`src/rtl/rca_pipe_if.sv`:
```
// Handshake bundle for rca_pipe: operands and result with valid/ready on each side.
// The sub_i member exists only when RCA_PIPE_SUB_EN is defined.
interface rca_pipe_if #(
    parameter int WIDTH = 9
) ();
    logic [WIDTH-1:0] a_i;
    logic [WIDTH-1:0] b_i;
    logic             cin_i;
`ifdef RCA_PIPE_SUB_EN
    logic             sub_i;
`endif
    logic             in_valid_i;
    logic             in_ready_o;
    logic [WIDTH:0]   sum_o;
    logic             out_valid_o;
    logic             out_ready_i;

    // Directions are named from the adder's point of view.
    modport slave (
`ifdef RCA_PIPE_SUB_EN
        input  sub_i,
`endif
        input  a_i, b_i, cin_i, in_valid_i, out_ready_i,
        output in_ready_o, sum_o, out_valid_o
    );

    modport master (
`ifdef RCA_PIPE_SUB_EN
        output sub_i,
`endif
        output a_i, b_i, cin_i, in_valid_i, out_ready_i,
        input  in_ready_o, sum_o, out_valid_o
    );
endinterface

```
`src/rtl/rca_pipe.sv`:
```
// Pipelined ripple-carry adder: one CHUNK-bit slice added per stage, global stall.
// Optional subtract mode enabled by defining RCA_PIPE_SUB_EN.
module rca_pipe #(
    parameter int WIDTH  = 9,
    parameter int STAGES = 3
) (
    input logic      clk_i,
    input logic      rst_ni,
    rca_pipe_if.slave bus
);
    localparam int CHUNK = (STAGES > 0) ? WIDTH / STAGES : WIDTH;

    if (STAGES < 1 || (WIDTH % STAGES) != 0) begin : gBadCfg
        $error("rca_pipe: WIDTH must be a multiple of STAGES and STAGES >= 1");
    end
    if ($bits(bus.a_i) != WIDTH) begin : gBadIf
        $error("rca_pipe: interface WIDTH does not match module WIDTH");
    end

    logic adv;
    assign adv            = !bus.out_valid_o || bus.out_ready_i;
    assign bus.in_ready_o = adv;

    // Subtraction is folded in at the entry: invert B and force the carry-in.
    logic [WIDTH-1:0] bEff;
    logic             cinEff;
`ifdef RCA_PIPE_SUB_EN
    assign bEff   = bus.sub_i ? ~bus.b_i : bus.b_i;
    assign cinEff = bus.sub_i ? 1'b1 : bus.cin_i;
`else
    assign bEff   = bus.b_i;
    assign cinEff = bus.cin_i;
`endif

    for (genvar k = 0; k < STAGES; k++) begin : gStage
        localparam int PW = CHUNK * (k + 1);
        localparam int RW = WIDTH - PW;

        logic [CHUNK-1:0] aChunk;
        logic [CHUNK-1:0] bChunk;
        logic             carryIn;
        logic [CHUNK:0]   chunkSum;
        logic             valid_d;
        logic             valid_q;
        logic             carry_q;
        logic [PW-1:0]    psum_d;
        logic [PW-1:0]    psum_q;

        if (k == 0) begin : gHead
            assign aChunk  = bus.a_i[CHUNK-1:0];
            assign bChunk  = bEff[CHUNK-1:0];
            assign carryIn = cinEff;
            assign valid_d = bus.in_valid_i;
            assign psum_d  = chunkSum[CHUNK-1:0];
        end else begin : gBody
            assign aChunk  = gStage[k-1].gOps.opA_q[CHUNK-1:0];
            assign bChunk  = gStage[k-1].gOps.opB_q[CHUNK-1:0];
            assign carryIn = gStage[k-1].carry_q;
            assign valid_d = gStage[k-1].valid_q;
            assign psum_d  = {chunkSum[CHUNK-1:0], gStage[k-1].psum_q};
        end

        assign chunkSum = {1'b0, aChunk} + {1'b0, bChunk} + {{CHUNK{1'b0}}, carryIn};

        always_ff @(posedge clk_i or negedge rst_ni) begin
            if (!rst_ni) begin
                valid_q <= 1'b0;
                carry_q <= 1'b0;
                psum_q  <= '0;
            end else if (adv) begin
                valid_q <= valid_d;
                carry_q <= chunkSum[CHUNK];
                psum_q  <= psum_d;
            end
        end

        // Unconsumed operand slices travel alongside, lowest pending slice at bit 0.
        if (k < STAGES - 1) begin : gOps
            logic [RW-1:0] opA_d;
            logic [RW-1:0] opB_d;
            logic [RW-1:0] opA_q;
            logic [RW-1:0] opB_q;

            if (k == 0) begin : gOpsHead
                assign opA_d = bus.a_i[WIDTH-1:CHUNK];
                assign opB_d = bEff[WIDTH-1:CHUNK];
            end else begin : gOpsBody
                assign opA_d = gStage[k-1].gOps.opA_q[RW+CHUNK-1:CHUNK];
                assign opB_d = gStage[k-1].gOps.opB_q[RW+CHUNK-1:CHUNK];
            end

            always_ff @(posedge clk_i or negedge rst_ni) begin
                if (!rst_ni) begin
                    opA_q <= '0;
                    opB_q <= '0;
                end else if (adv) begin
                    opA_q <= opA_d;
                    opB_q <= opB_d;
                end
            end
        end
    end

    assign bus.out_valid_o = gStage[STAGES-1].valid_q;
    assign bus.sum_o       = {gStage[STAGES-1].carry_q, gStage[STAGES-1].psum_q};
endmodule

```
`src/flat_wrapper.sv`:
```
// flat-port wrapper written by rule: the top's interface ports become plain ports
module rca_pipe_flat 
#(
    parameter int WIDTH  = 9,
    parameter int STAGES = 3
)
  (clk_i, rst_ni, bus_a_i, bus_b_i, bus_cin_i, bus_in_valid_i, bus_out_ready_i, bus_in_ready_o, bus_sum_o, bus_out_valid_o);
  rca_pipe_if #(.WIDTH(WIDTH)) bus_i ();
  input logic clk_i;
  input logic rst_ni;
  input wire logic [$bits(bus_i.a_i)-1:0] bus_a_i;
  input wire logic [$bits(bus_i.b_i)-1:0] bus_b_i;
  input wire logic [$bits(bus_i.cin_i)-1:0] bus_cin_i;
  input wire logic [$bits(bus_i.in_valid_i)-1:0] bus_in_valid_i;
  input wire logic [$bits(bus_i.out_ready_i)-1:0] bus_out_ready_i;
  output wire logic [$bits(bus_i.in_ready_o)-1:0] bus_in_ready_o;
  output wire logic [$bits(bus_i.sum_o)-1:0] bus_sum_o;
  output wire logic [$bits(bus_i.out_valid_o)-1:0] bus_out_valid_o;
  assign bus_i.a_i = bus_a_i;
  assign bus_i.b_i = bus_b_i;
  assign bus_i.cin_i = bus_cin_i;
  assign bus_i.in_valid_i = bus_in_valid_i;
  assign bus_i.out_ready_i = bus_out_ready_i;
  assign bus_in_ready_o = bus_i.in_ready_o;
  assign bus_sum_o = bus_i.sum_o;
  assign bus_out_valid_o = bus_i.out_valid_o;
  rca_pipe #(.WIDTH(WIDTH), .STAGES(STAGES)) u_core (.clk_i(clk_i), .rst_ni(rst_ni), .bus(bus_i));
endmodule
```
`config.mk`:
```
export PLATFORM = sky130hd
export DESIGN_NAME = rca_pipe_flat
export DESIGN_NICKNAME = d
export VERILOG_FILES = /design/src/rtl/rca_pipe_if.sv /design/src/rtl/rca_pipe.sv /design/src/flat_wrapper.sv
export SDC_FILE = /design/constraint.sdc
export NUM_CORES = 1
export LEC_CHECK = 0
export ABC_AREA = 1
export BUFFER_PORTS_ARGS = -buffer_cell sky130_fd_sc_hd__buf_2
export CAP_MARGIN = 20
export CORE_MARGIN = 3
export CORE_UTILIZATION = 30
export CTS_CLUSTER_SIZE = 40
export DETAILED_ROUTE_END_ITERATION = 10
export HOLD_SLACK_MARGIN = 0.03
export SYNTH_ARGS = -nofsm -noshare
export SYNTH_HDL_FRONTEND = slang
export SYNTH_SLANG_ARGS = --single-unit
```
`constraint.sdc`:
```
create_clock -name clk_i -period 4.07 [get_ports clk_i]
set_clock_uncertainty 0.15 [all_clocks]
set_input_delay 0.2035 -clock clk_i [delete_from_list [all_inputs] [get_ports clk_i]]
set_output_delay 0.2035 -clock clk_i [all_outputs]
set_load 0.1 [all_outputs]
```
Word-level counts from Yosys, hierarchy flattened
Index checks and enable logic that the tools add are counted.
- bits in registers: 42
- logic and storage cells: 21
- $add $sub $neg: 6
- reduce and logical (&&, ||, !) cells: 2
- operator list (kind ; number):
    $add A3 B3 Y4 ; 3
    $add A4 B1 Y4 ; 3
    $logic_not A1 Y1 ; 1
    $logic_or A1 B1 Y1 ; 1

Logic depth before layout (Yosys ltp)
Gate-level depths: netlist of run 1.
- depth after elaboration: 2
- mapped depth: 6
- mapped depth without buffers: 6

Worst setup path before layout of run 1
OpenSTA, ideal clock, no wires.
- path kind: reg2reg
- start: register u_core.gStage[2].valid_q (netlist: u_core.bus.out_valid_o)
- end: register u_core.gStage[2].psum_q[5]
- setup time: 120 ps
- arrival time: 1806 ps
- data required time: 3800 ps
- slack: 1995 ps
- stages on the path, launching flop included: 7
- path buffers: 1
- path through: dfrtp_1 inv_1 nor2_4 inv_2 buf_2 nand2_1 nand2_1
- word-level cells in the longest chain between the ends: 2
- RTL lines (what ; RTL line ; source):
    from (decl) ; rca_pipe.sv:44 ; logic valid_q;
    from (signal assigned) ; rca_pipe.sv:71 ; valid_q <= valid_d;
    $logic_not A1 Y1 ; rca_pipe.sv:21 ; assign adv = !bus.out_valid_o || bus.out_ready_i;
    $logic_or A1 B1 Y1 ; rca_pipe.sv:21 ;
    via bus_in_ready_o ; flat_wrapper.sv:16 ; output wire logic [$bits(bus_i.in_ready_o)-1:0] bus_in_ready_o;
    to (signal assigned) ; rca_pipe.sv:73 ; psum_q <= psum_d;
    to (decl) ; rca_pipe.sv:47 ; logic [PW-1:0] psum_q;
The timed path passes the listed nets, and every way through them passes these cells.
A chain may end at the register's enable or synchronous reset.

Final worst setup path of run 1
- start: register u_core.gStage[2].valid_q (netlist: u_core.bus.out_valid_o)
- end: output port bus_in_ready_o
- word-level cells in the longest chain between the ends: 2
- RTL lines (what ; RTL line):
    $logic_not A1 Y1 ; rca_pipe.sv:21
    $logic_or A1 B1 Y1 ; rca_pipe.sv:21
    to (decl) ; flat_wrapper.sv:16
No other way between the ends.

==> results of run 1 <==
worst paths after layout:
path | endpoint | cells past startpoint
worst max-delay path | bus_in_ready_o | 5
worst min-delay path | u_core.gStage[0].psum_q[2] | 5
worst max register to register | u_core.gStage[2].psum_q[7] | 4
worst min register to register | u_core.bus.out_valid_o | 2
max in group asynchronous | u_core.gStage[2].psum_q[8] | 2
min in group asynchronous | u_core.gStage[2].psum_q[0] | 2
critical path: cells and delay by family, from the launching register on:
kind                   cells  cell delay, ns
flip-flops                 1            0.38
AND/OR/NAND/NOR            1            0.03
buffers and inverters      4            1.40
routing by layer:
layer | vias up | global-route usage (%)
li1 | 710 | -
met2 | 22 | 18.9
met5 | - | 0
met3 | 7 | 3.01
met1 | 612 | 12.0
met4 | 0 | 4.32
layout make-up:
| cell class | instances | area [µm²] |
|---|---|---|
| Clock inverter | 3 | 40.0 |
| Tap cell | 75 | 93.8 |
| Fill cell | 608 | 3640 |
| Inverter | 23 | 86.3 |
| Sequential cell | 42 | 1050 |
| Clock buffer | 5 | 68.8 |
| Multi-Input combinational cell | 129 | 697 |
| Timing Repair Buffer | 49 | 318 |
flip-flops by register name, summed over array words and instances, names as in the netlist:
name and flops:
u_core.bus.out_valid_o 1, u_core.gStage.carry_q 3, u_core.gStage.gOps.opA_q 9, u_core.gStage.gOps.opB_q 9
u_core.gStage.psum_q 18, u_core.gStage.valid_q 2
timing repair:
action,4_1_cts,5_1_grt
hold buffers,14,0
gates resized for setup,0,0
endpoints found under the hold margin,55,0
metrics by stage:
stage	hold slack, ns	std cells	utilization, %	worst slack (ns)
final	0.181	326	39.3	1.58
after global routing	0.202	326	39.3	1.44
after CTS	0.177	326	39.3	1.54
after detailed placement	0.252	304	35.2	1.88
after global placement	0.254	304	35.2	1.90
after floorplan	-0.242	203	-	1.99
power by group:
part / internal (mW) / switching (mW) / leakage (nW)
Clock: 0.180 / 0.140 / 0.0579
Sequential: 0.571 / 0.0752 / 0.509
Combinational: 0.193 / 0.653 / 0.668
Total: 0.944 / 0.869 / 1.24
cells by family after synthesis:
group                      after synthesis  synth area share, %
xor gates and xnor gates                 3                 1.39
AOI/OAI and AO/OA                       24                 6.77
DFF                                     42                 55.8
buffers and inverters                   32                 7.24
adders and majority gates               12                 10.4
and+or+nand+nor                         90                 18.5
synthesized netlist by cell type:
cell type	n
inv_2	1
ha_1	6
dfrtp_1	42
inv_1	22
fa_1	6
xnor2_1	3
o21ai_2	2
nor2_4	1
buf_2	6
nand2_1	81
buf_4	2
nand3_1	2
o21ai_1	10
o21ai_0	12
nor2_1	6
clkbuf_2	1
==> results.toml, run 1 <==
[detailed_routing]
drt-initial-drc-count = 50
wl_per_cell_um = 10.2
drtPass1Iterations = 3
vias_per_cell = 4.14
met3_length_um = 151
vias = 1351
drc = 0
ant_nets = 0
highest_layer = "met4"
wl_met1_mm = 1.56
wl_met2_mm = 1.55
wl_mm = 3.33

[setup_path]
worstPathArrival_ns = 2.13
crit_path_end_kind = "output pin"
crit_path_max_incr_delay_ns = 0.54
crit_chain = "inv_1 -> nor2_4 -> buf_4 -> inv_2 -> buf_2"
reg2reg_from = "u_core.gStage[1].gOps.opB_q[0]"
required_ns = 3.72
cp-startpoint = "u_core.bus.out_valid_o"
cp_max_fo = 43
start_kind = "flip-flop"
r2r_slack_ns = 2.33
path_class = "flip-flop to output pin"
cp_slowest_cell = "buf_2"

[synthesis]
ys_types = 16
synth_area_um2 = 1880
synth_warnings = 0
synth_top_cell_by_area = "dfrtp_1"
synth_nets = 238
synth_top_area_share_pct = 55.8
avgSynthCellArea_um2 = 9.28
ys_ff_latch = 42
ys_seq_area_share_pct = 55.8
netlist_top_cells_area = "dfrtp_1, nand2_1, fa_1"
synthCells = 203

[global_route]
first_global_vias = 1415
track_usage_pct = 10.6
antenna_found_initial = 0
grt_pass1_wl_mm = 6.18
grt.overflow.total = 0
grt_max_degree = 44

[run_status]
status = "finished clean"

[cells_and_area]
final_nets = 285
diodes = 0
final_layout_size_suffix_gt1_share_pct = 18.7
mostFrequentLayoutCell = "nand2_1"
area_growth_pct = 25.0
final_cell_mix = "nand2_1, dfrtp_1, buf_2"
stdcell_area_um2 = 2350

[sta]
relSlewSlack_pct = 38.7
tns_ns = 0
clock.fmax_ghz = 0.402
setup_viol = 0
worst_pin_slew_ns = 0.919
hold_viol_final = 0
slew_violations = 0
period_share_pct = 61.1
rsz0062_at_grt = "no"
fin_crit_ns = 2.49

[floorplan]
core_area_um2 = 5990
initial_core_util_pct = 31.5
num_io_pins = 35
rows = 28
dieArea_um2 = 7270
die_x_um = 85.3
die_h_um = 85.3

[power]
leakage_nw = 1.24
finalPower_mw = 1.81
power.density_nw_per_um2 = 770
peakVddDrop_v = 0.000474

[hold_path]
hp-class = "input pin to flip-flop"
hp-start = "bus_a_i[2]"

[clock_network]
cts_setup_buffers = 0
numCtsBuffers = 5
clkTransAtPathRegs_ns = 0.08
cts_buffer_depth = 2
clock_sinks = 42
htree_levels = 2
cts_tree = "done"
clkLatencyLatePin_ns = 0.29
cts_root_buffer = "clkbuf_8"

[placement]
port_buffers = 34
place_area_um2 = 2110
hpwlAfterDp_mm = 2.28
place_congestion = 0.689

[run]
maxCapViolations = 0
Power figures use the tool's default switching activity.
==> run 2, diff against run 1 <==
ABC_AREA = 0   (was 1)
clock period = 2.3 ns   (was 4.07 ns; I/O delays follow)
==> results.toml, run 2 <==
[floorplan]
die_h_um = 87.5
core_area_um2 = 6390
die_x_um = 87.5
rows = 29
dieArea_um2 = 7650
initial_core_util_pct = 31.2
num_io_pins = 35

[power]
power.density_nw_per_um2 = 1300
peakVddDrop_v = 0.000650
power.switching_mw = 1.44
swShare_pct = 45.4
leakage_nw = 1.21
pwr-share-clk_pct = 13.8
p_int_mw = 1.73
power_frac_seq_pct = 36.3
comb_power_share_pct = 50.0

[synthesis]
synth_edf_count = 0
synth_top_area_share_pct = 52.8
ys_seq_area_share_pct = 52.8
async_flop_share_pct = 100
netlist_top_cells_count = "dfrtp_1, mux2_4, inv_1"
ys_ff_latch = 42
synth_warnings = 0
synth_area_um2 = 1990
synthCells = 139
netlist_top_cells_area = "dfrtp_1, mux2_4, fa_1"
ys.flop_type = "dfrtp_1"
synth_nets = 174
avgSynthCellArea_um2 = 14.3
yosysMostFrequentCell = "dfrtp_1"
synth_top_cell_by_area = "dfrtp_1"
ys_types = 20

[sta]
tns_ns = 0
slew_violations = 0
fin_crit_ns = 1.82
worst_pin_slew_ns = 0.492
fin_ws_ns = 0.483
relSlewSlack_pct = 67.4
clock.fmax_ghz = 0.550
period_share_pct = 79.0
hold_viol_final = 0
setup_viol = 0
rsz0062_at_grt = "no"

[detailed_routing]
drc = 0
ant_nets = 0
drt-initial-drc-count = 64
wl_per_cell_um = 12.0
vias = 1093
vias_per_cell = 4.09
wl_mm = 3.21
drtPass1Iterations = 2

[placement]
port_buffers = 34
place_congestion = 0.695
preCtsSetupSlack_ns = 0.595
hpwlAfterDp_mm = 2.31
place_area_um2 = 2210

[hold_path]
hp-class = "input pin to flip-flop"
min_path_cells = 4

[cells_and_area]
top_register = "u_core.gStage.psum_q"
final_layout_size_suffix_gt1_share_pct = 37.9
stdcell_area_um2 = 2430
area_growth_pct = 22.0
top_regs = "u_core.gStage.psum_q x18, u_core.gStage.gOps.opA_q x9, u_core.gStage.gOps.opB_q x9"
largest_reg_flops = 18
mostFrequentLayoutCell = "dfrtp_1"
final_nets = 225
final_cell_mix = "dfrtp_1, buf_2, mux2_4"
diodes = 0

[setup_path]
path_class = "flip-flop to output pin"
start_kind = "flip-flop"
required_ns = 2.04
worstPathArrival_ns = 1.55
crit_chain = "nand2b_4 -> buf_2"
crit_path_max_incr_delay_ns = 0.51
crit_path_end_kind = "output pin"
reg2regPathDepth = 4
cp_slowest_cell = "buf_2"
cp_max_fo = 26

[clock_network]
htree_levels = 2
clock_sinks = 42
cts_tree = "done"
postCtsResizedCells = 0
numCtsBuffers = 5
cts_buffer_depth = 2
cts_root_buffer = "clkbuf_8"
clkTransAtPathRegs_ns = 0.07
clkLatencyLatePin_ns = 0.28

[global_route]
antenna_found_initial = 0
first_global_vias = 1182
grt_pass1_wl_mm = 5.78
grt.overflow.total = 0
track_usage_pct = 9.78
grt_max_degree = 27

[run]
maxCapViolations = 0

[run_status]
status = "finished clean"
-- run 2: changes by cell type after synthesis, moves of 3 or more --
cell     change
o21ai_1      -6
a21oi_1     +10
nand2_1     -77
nor2_1       +4
mux2_4      +27
inv_1       -10
buf_2        -6
xor2_1       +3
buf_6        +5
o21ai_0     -11
xnor2_1      -3
-- run 2: metal layers --
layer	up-vias	global-route usage [%]	routed length [µm]
met2	21	13.9	1380
met5	-	0	0
li1	559	-	-
met3	4	2.37	137
met1	509	14.1	1650
met4	0	4.18	42
-- run 2: area by class of cell --
class / instances / area (µm²)
well taps: 77 / 96.3
flip-flops and latches: 42 / 1050
inverters: 12 / 45.0
repair buffers: 51 / 345
fillers: 646 / 3960
clock buffers: 7 / 76.3
multi-input cells: 78 / 817
-- run 2: critical path, delay by kind of cell (launching register included) --
kind / cells / cell delay [ns]
buf+inv: 1 / 0.51
simple gates: 1 / 0.35
flops: 1 / 0.40
-- run 2: what timing repair did --
item                                   CTS  global route
buffers inserted                         0             0
endpoints found under the hold margin   32             0
hold buffers                            14             0
-- run 2: final timing paths --
path / startpoint / slack [ns] / to
min: bus_a_i[0] / 0.07 / u_core.gStage[0].psum_q[0]
min reg2reg: u_core.gStage[1].valid_q / 0.32 / u_core.bus.out_valid_o
max in group asynchronous: rst_ni / 1.18 / u_core.gStage[0].psum_q[2]
min in group asynchronous: rst_ni / 0.15 / u_core.gStage[1].psum_q[3]
max reg2reg: u_core.gStage[1].gOps.opB_q[0] / 0.59 / u_core.gStage[2].psum_q[7]
max: u_core.bus.out_valid_o / 0.48 / bus_in_ready_o
-- run 2: logic make-up (layout without fill, tap and decap cells) --
family	count (synthesis)	in the layout	synth area share (%)
mux	27	27	20.4
flops	42	42	52.8
xor+xnor	3	3	1.32
compound gates	19	19	5.59
buf+inv	19	70	6.22
fa+ha+maj	12	12	9.80
simple gates	17	17	3.96
-- run 2: stage by stage --
stage / util (%) / hold WS, ns / power [mW] / instances
after global routing: 38.1 / 0.0867 / 3.39 / 267
after floorplan: - / -0.331 / 2.51 / 139
after global placement: 34.7 / -0.0545 / 2.72 / 246
final: 38.1 / 0.0713 / 3.17 / 267
after CTS: 38.1 / 0.0575 / 3.22 / 267
after detailed placement: 34.7 / -0.0597 / 2.74 / 246
-- run 2: power groups by stage --
stage / clock, mW / sequential (mW) / combinational (mW)
6_report: 0.436 / 1.15 / 1.58
2_1_floorplan: 0 / 1.76 / 0.751
5_1_grt: 0.496 / 1.19 / 1.70
3_3_place_gp: 0 / 1.16 / 1.56
4_1_cts: 0.460 / 1.16 / 1.60
3_5_place_dp: 0 / 1.17 / 1.57
==> run 3, diff against run 2 <==
clock period = 1.6 ns   (was 2.3 ns; I/O delays follow)
==> results.toml, run 3 (synthesis gave the netlist of run 2 again) <==
[global_route]
grt_pass1_wl_mm = 5.73
antenna_found_initial = 0
grt_max_degree = 30
first_global_vias = 1210
grt.overflow.total = 0
track_usage_pct = 9.92

[setup_path]
crit_chain = "fa_2 -> inv_2 -> fa_2 -> a21oi_2"
reg2reg_from = "u_core.gStage[1].carry_q"
cp_max_fo = 2
cp_slowest_cell = "fa_2"
path_class = "flip-flop to flip-flop"
cp_num_buf_inv = 1
worstPathArrival_ns = 1.72
r2r_slack_ns = -0.04
crit_top_cell = "fa_2"
required_ns = 1.68
reg2regPathDepth = 4
reg2reg_to = "u_core.gStage[2].psum_q[7]"
crit_path_end_kind = "flip-flop"
crit_path_max_incr_delay_ns = 0.42
start_kind = "flip-flop"
crit_family = "adder cells"

[clock_network]
numCtsBuffers = 5
clkTransAtPathRegs_ns = 0.08
cts_buffer_depth = 2
clkLatencyLatePin_ns = 0.30
htree_levels = 2
cts_root_buffer = "clkbuf_8"
cts_tree = "done"
cts_setup_buffers = 0
clock_sinks = 42

[sta]
fin_crit_ns = 1.64
slew_violations = 0
period_share_pct = 102
tns_ns = -0.0645
rsz0062_at_grt = "yes"
clock.fmax_ghz = 0.610
setup_viol = 2
worst_pin_slew_ns = 0.493
holdWs_ns = 0.0334
hold_viol_final = 0
relSlewSlack_pct = 67.4
fin_ws_ns = -0.0400

[hold_path]
min_path_cells = 4
hold_path_end = "u_core.gStage[0].carry_q"
hp-start = "bus_b_i[2]"
hp-class = "input pin to flip-flop"

[detailed_routing]
drt-initial-drc-count = 28
drtPass1Iterations = 3
vias_per_cell = 4.24
wl_mm = 3.35
vias = 1146
drc = 0
wl_per_cell_um = 12.4
ant_nets = 0

[cells_and_area]
area_growth_pct = 29.0
diodes = 0
fin_util_pct = 40.2
final_layout_size_suffix_gt1_share_pct = 43.0
top_register = "u_core.gStage.psum_q"
top_regs = "u_core.gStage.psum_q x18, u_core.gStage.gOps.opA_q x9, u_core.gStage.gOps.opB_q x9"
stdcell_area_um2 = 2570
final_nets = 227
largest_reg_flops = 18
mostFrequentLayoutCell = "dfrtp_1"
instances_no_fill = 270
final_cell_mix = "dfrtp_1, buf_2, mux2_4"

[placement]
preCtsSetupSlack_ns = -0.0409
port_buffers = 34
dp.cells = 246
hpwlAfterDp_mm = 2.43
place_area_um2 = 2260
place_congestion = 0.709

[floorplan]
die_x_um = 87.5
die_h_um = 87.5
rows = 29
core_area_um2 = 6390
num_io_pins = 35
dieArea_um2 = 7650
initial_core_util_pct = 31.2

[run_status]
status = "complete, but fails checks"
violations = "setup timing"

[power]
power.density_nw_per_um2 = 1950
peakVddDrop_v = 0.000993
leakage_nw = 1.26
finalPower_mw = 5.01

[run]
maxCapViolations = 0
[run 3: repair_timing]
action / 4_1_cts / 5_1_grt
gates cloned: 0 / 0
setup endpoints to repair: 2 / 4
pin swaps: 0 / 3
hold buffers: 16 / 0
resized for setup: 2 / 3
endpoints found under the hold margin: 57 / 0
[run 3: metal layers]
metal,routed length (µm),global-route usage [%],vias up
met3,172,3.22,6
li1,-,-,559
met1,1580,13.2,557
met5,0,0,-
met4,76,5.02,0
met2,1520,14.3,24
[run 3: worst max path at each step]
stage / depth (start not counted) / slack [ns] / end / start
final: 4 / -0.04 / u_core.gStage[2].psum_q[7] / u_core.gStage[1].carry_q
after global routing: 4 / -0.11 / u_core.gStage[1].psum_q[4] / u_core.gStage[0].gOps.opB_q[0]
after detailed placement: 4 / -0.04 / u_core.gStage[2].psum_q[7] / u_core.gStage[1].gOps.opB_q[0]
after floorplan: 4 / 0.02 / u_core.gStage[0].psum_q[0] / u_core.bus.out_valid_o
after CTS: 4 / -0.05 / u_core.gStage[2].psum_q[7] / u_core.gStage[1].gOps.opB_q[0]
after global placement: 4 / 0.02 / u_core.gStage[1].psum_q[4] / u_core.gStage[0].gOps.opB_q[0]
[run 3: report_power, final]
part	internal (mW)	switching, mW
Clock	0.625	0.373
Sequential	1.43	0.222
Combinational	0.812	1.55
Total	2.87	2.14
[run 3: layout make-up]
type	instances	area (µm²)
clock buffers	5	68.8
clock inverters	3	68.8
fillers	624	3820
inverters	12	45.0
multi-input cells	78	832
flip-flops and latches	42	1050
well taps	77	96.3
repair buffers	53	405
[run 3: tightest hold or removal path, stage by stage]
cell and delay, ns:
buf_2 0.08, ha_1 0.13, inv_1 0.05, a31oi_2 0.10
